File: config.mk
export PLATFORM = sky130hd
export DESIGN_NAME = gf180mcu_fd_sc_mcu9t5v0__regsnq_bank
export DESIGN_NICKNAME = d
export VERILOG_FILES = /design/src/rtl/gf180mcu_fd_sc_mcu9t5v0__regsnq_bank.sv
export SDC_FILE = /design/constraint.sdc
export NUM_CORES = 1
export LEC_CHECK = 0
export BUFFER_PORTS_ARGS = -buffer_cell sky130_fd_sc_hd__clkbuf_2
export CORE_MARGIN = 2
export CORE_UTILIZATION = 43
export DETAILED_ROUTE_END_ITERATION = 8
export PLACE_DENSITY = 0.74
export SYNTH_ARGS = -nofsm -noshare
export SYNTH_HDL_FRONTEND = slang
export SYNTH_SLANG_ARGS = --single-unit
File: constraint.sdc
create_clock -name CLK -period 1.96 [get_ports CLK]
set_input_delay 0.196 -clock CLK [delete_from_list [all_inputs] [get_ports CLK]]
set_output_delay 0.196 -clock CLK [all_outputs]
set_load 0.05 [all_outputs]
File: src/rtl/gf180mcu_fd_sc_mcu9t5v0__regsnq_bank.sv
// Register bank with per-bit synchronous set, scan shift, parallel load and a
// sticky lock that freezes shift/load until the next reset.
module gf180mcu_fd_sc_mcu9t5v0__regsnq_bank #(
  parameter int unsigned         WIDTH   = 8,
  parameter logic [WIDTH-1:0]    RST_VAL = {WIDTH{1'b1}}
) (
  input  logic             CLK,
  input  logic             RN,
  input  logic             E,
  input  logic [WIDTH-1:0] D,
  input  logic [WIDTH-1:0] SETN,
  input  logic             SE,
  input  logic             SI,
  input  logic             LOCK,
  output logic [WIDTH-1:0] Q,
  output logic             SO,
  output logic             CHG,
  output logic             LOCKED
);

  typedef enum logic {
    ST_UNLOCKED = 1'b0,
    ST_LOCKED   = 1'b1
  } state_e;

  state_e           state_q, state_d;
  logic [WIDTH-1:0] q_q, q_d;
  logic [WIDTH-1:0] shift_w;
  logic             chg_q, chg_d;
  logic             unlocked_w;

  // Lock state register
  always_ff @(posedge CLK or negedge RN) begin
    if (!RN) begin
      state_q <= ST_UNLOCKED;
    end else begin
      state_q <= state_d;
    end
  end

  // Lock is sticky: only reset leaves ST_LOCKED
  always_comb begin
    state_d = state_q;
    case (state_q)
      ST_UNLOCKED: if (LOCK) state_d = ST_LOCKED;
      ST_LOCKED:   state_d = ST_LOCKED;
      default:     state_d = ST_UNLOCKED;
    endcase
  end

  assign unlocked_w = (state_q == ST_UNLOCKED);

  generate
    if (WIDTH == 1) begin : g_shift_w1
      assign shift_w = SI;
    end else begin : g_shift_wn
      assign shift_w = {q_q[WIDTH-2:0], SI};
    end
  endgenerate

  // Per-bit priority: set, then shift, then load, then hold
  always_comb begin
    q_d = q_q;
    for (int i = 0; i < int'(WIDTH); i++) begin
      if (!SETN[i]) begin
        q_d[i] = 1'b1;
      end else if (SE && unlocked_w) begin
        q_d[i] = shift_w[i];
      end else if (E && unlocked_w) begin
        q_d[i] = D[i];
      end
    end
    chg_d = (q_d != q_q);
  end

  always_ff @(posedge CLK or negedge RN) begin
    if (!RN) begin
      q_q   <= RST_VAL;
      chg_q <= 1'b0;
    end else begin
      q_q   <= q_d;
      chg_q <= chg_d;
    end
  end

  assign Q      = q_q;
  assign SO     = q_q[WIDTH-1];
  assign CHG    = chg_q;
  assign LOCKED = (state_q == ST_LOCKED);

endmodule

==> results by stage <==
Worst setup path:
- Traced cell by cell, the critical path runs through inv_2 -> a222oi_1 -> a211oi_1 -> or4_1 -> or4_1.
- Grouping stages by cell kind, the critical path spends the most delay in simple AND/OR/NAND/NOR gates.
- STA puts the critical path data arrival time at 2.20 ns.
- STA puts the critical path data required time at around 2.1 ns.
- Among the stages of the critical path, the cell type that occurs most often is sky130_fd_sc_hd__or4_1.
- The slowest stage cell on the critical path is sky130_fd_sc_hd__dfstp_4.
- Along the worst path, the maximum fanout reaches 2.
- The number of buffers and inverters on the critical path is 1.
- The startpoint kind of the worst setup timing path is a flip-flop.
- The category of the most critical setup path is flip-flop to flip-flop.
- The critical path's largest stage delay is 0.62 ns.
- STA classifies the critical path endpoint as a flip-flop.

STA:
- In the finished design, the share of the clock period the worst path needs comes to 105%.
- Setup violations remaining at the end of the flow were counted as 1.
- After layout, the worst setup slack is -0.0933 ns.
- The achievable clock frequency is roughly 500 MHz.
- The number of pins with negative max-slew slack in the final report came to 0.
- The setup skew after layout is ~0.0013 ns.
- The routed design could run at a clock period as short as 2.05 ns.
- The final-report hold violation count came to 0.
- The pin slew with the least headroom to its limit is about 0.59 ns.
- The worst pin sits at a relative slew slack of between 60% and 70%.
- Setup repair after global routing could not meet its margin everywhere.

Cells and area:
- Summing all non-filler instances in the final layout gives an area of approximately 0.0012 mm2.
- 0 antenna diodes ended up in the layout.
- In the final design database the tool counted roughly 180 nets.
- The share of final-layout standard cells stronger than drive strength 1 is approximately two fifths.
- Relative to the synthesized area, the layout overhead comes to 32.8%.
- After the flow finishes, the layout carries non-filler instances totaling ~180.
- In the layout the commonest cells are sky130_fd_sc_hd__clkbuf_2 (32), sky130_fd_sc_hd__nand2_1 (21), sky130_fd_sc_hd__buf_4 (12).
- The most frequent standard cell in the layout excluding fill and tap cells is sky130_fd_sc_hd__clkbuf_2.

Detailed routing:
- The number of DRC violations after detailed-routing iteration 0 is slightly below 50.
- The average wire per cell in the routed design is about 14 um.
- The DRC violations left is 0.
- Wires add up to between 2000 and 3000 um.
- The pre-antenna-repair detailed-routing pass consisted of 4 iterations.
- The per-cell via count in the routed design is 5.72.
- The via count is 1047.
- Once detail routing completed, the nets flagged for antenna violations numbered 0.

Pwr:
- The internal power of the cells is around 0.32 mW.
- The maximum ir drop on the vdd rail is approximately 0.00033 V.
- Combinational cells account for around 17% of the total power.
- Summed over all cells, the static leakage comes to 0.559 nW.
- The net switching component of the power is approximately 0.12 mW.
- The relative contribution of sequential cells to total power is 47.0%.
- Power comes to around 0.44 mW.
- The clock network burns a little over a third of the power.
- The power density of the placed cells is 374 mW/mm2.
- Net switching is a little over a quarter of the power.

Die:
- In this run the horizontal extent of the chip is a little under 50 um.
- The area of the die is approximately 0.0024 mm2.
- The die boundary height is 49.4 um.
- The number of top-level pins is 33.
- The total area inside the core boundary comes to 0.00194 mm2.
- The floorplan has 16 rows.
- For this configuration, the core starts out at a cell density of between 40% and 50%.

Synth:
- The fraction of synthesized area in multiplexers is between 4 and 5%.
- The count of cell types in the netlist is 36.
- The synthesized netlist devotes 0% of its cell area to XOR and XNOR gates.
- The synthesized netlist cell count is ~120.
- The flip-flop and latch count after synthesis is 10.
- By area, the combinational part of the netlist is dominated by compound AO/OA/AOI/OAI gates.
- The cell area that synthesis handed to floorplanning was 885 um2.
- The portion of the post-synthesis area used by sequential elements is 29.4%.
- Yosys printed 0 warnings.
- Counting every net in the synthesized netlist gives ~140.
- Dividing the synthesized area by the synthesized cell count gives 7.56 um2.
- The post-synthesis simple-gate area fraction is approximately 25%.
- Summing the areas of all compound-gate instances in the mapped netlist gives 33.7% of the synthesized area.
- The adder-cell share of the synthesized area is 0%.

GRT:
- After global routing, the most crowded layer is met2.
- The initial antenna violation count is 0.
- In the global route stage, met2 resource usage came out at 36.9%.
- The wire length of the first global-routing pass is 4400 um.
- The number of global-route vias before repair is roughly 950.
- The remaining global-route overflow is 0.
- The global routing usage on met1 is between 30 and 40%.
- The largest net degree at the start of global routing is 13.
- For met3 alone, demand over resource in global routing was ~2.8%.
- The total routing usage reported by global routing is 23.5%.

Status:
- The final reports fail on negative setup slack.
- The flow ran to the end, but the final reports show violations.

Clock tree:
- Clock tree synthesis inserted a total of 3 buffers.
- The clock-pin slew reported for the worst setup and hold paths after clock tree synthesis is approximately 0.070 ns.
- CTS placed an instance of sky130_fd_sc_hd__clkbuf_4 at the clock tree root.
- The CTS tree is yes.
- The insertion delay of the later-clocked pin in the worst-skew pair is approximately 0.27 ns.
- The clock passes through at most 2 buffers.
- The total clock sinks is 10.
- CTS built an H-tree with a depth of 1.

Placed design:
- After detailed placement, the design holds a cell count of approximately 180.
- The sum of net half-perimeters after detailed placement is between 1500 and 2000 um.
- Routability-driven placement finished with a final weighted congestion of approximately 0.9.
- In this run the cell area measured after placement is ~0.0011 mm2.
- Input and output buffers added on the ports amount to 32.
- OpenSTA, run right after detailed placement, puts the worst setup slack at -0.0885 ns.

Worst hold path:
- The kind of path behind the tightest hold check is input pin to flip-flop.

Job:
- The tool flagged a number of max-cap violations equal to 0.
[cell type report]
type                            count  area, um2
Sequential cell                    10        273
Multi-Input combinational cell     92        563
Fill cell                         187        767
Timing Repair Buffer               45        260
Inverter                            5       18.8
Clock buffer                        4       26.3
Tap cell                           27       33.8
[through the flow]
| step | setup TNS (ns) | hold slack [ns] | utilization, % |
|---|---|---|---|
| CTS | -0.101 | 0.0597 | 60.5 |
| floorplan | -0.161 | -0.0996 | - |
| finish | -0.0933 | 0.0672 | 60.5 |
| global placement | -0.0590 | 0.0840 | 58.6 |
| global route | -0.198 | 0.0709 | 60.5 |
| detailed placement | -0.0885 | 0.0846 | 58.6 |
[power by group through the flow]
stage               sequential [mW]  combinational, mW  clock, mW
floorplan                     0.210             0.0297          0
global placement              0.210             0.0725          0
detailed placement            0.210             0.0736          0
CTS                           0.207             0.0756      0.163
global route                  0.207             0.0843      0.172
finish                        0.207             0.0758      0.157
[sequential cells by signal, indices dropped and copies added (netlist names)]
signal  count
CHG         1
LOCKED      1
Q           8
[path summary, 6_finish.rpt]
check | to | depth (start not counted) | from | slack [ns]
worst max-delay path | CHG | 5 | Q[2] | -0.09
worst min-delay path | Q[4] | 2 | SETN[4] | 0.07
worst max register to register | CHG | 5 | Q[2] | -0.09
worst min register to register | Q[2] | 2 | Q[1] | 0.59
max in group asynchronous | Q[7] | 2 | RN | 1.35
min in group asynchronous | LOCKED | 2 | RN | 0.33
[per-layer routing]
layer / routed length (um) / part of all wire [%]
met4: 44 / 1.8
met2: 1170 / 46
met1: 1120 / 45
met5: 0 / 0
met3: 177 / 7.0
[synthesized netlist by cell type (all sizes together)]
master	n	area (um2)
o211ai	3	22.5
a2bb2oi	1	8.76
nor3	2	10.0
a22oi	3	22.5
o32a	1	10.0
buf	4	20.0
a21boi	2	15.0
dfstp	8	210
o21a	1	7.51
and2	1	6.26
a221o	1	10.0
nand3	2	10.0
or4	2	15.0
or2	1	6.26
a211oi	2	15.0
nand2b	4	25.0
nand2	21	78.8
nor2b	4	25.0
clkbuf	6	22.5
dfrtp	2	50.1
a211o	2	17.5
o2111ai	4	41.3
o21ai	7	35.0
nand3b	4	30.0
inv	5	18.8
o22ai	3	18.8
a21oi	11	55.1
nor3b	1	7.51
a222oi	1	10.0
nor2	3	11.3
mux2i	4	40.0
o41ai	1	8.76
[cells by family after synthesis]
group / Yosys count
buf+inv: 15
mux: 4
flops: 10
simple gates: 45
compound gates: 43
[timing repair]
item,4_1_cts,5_1_grt
resized for setup,0,0
gates cloned,0,0
pin swaps,2,2
setup endpoints to repair,1,1
endpoints found under the hold margin,2,0
setup buffers,0,0
hold buffers,1,0
Power figures use the tool's default switching activity.
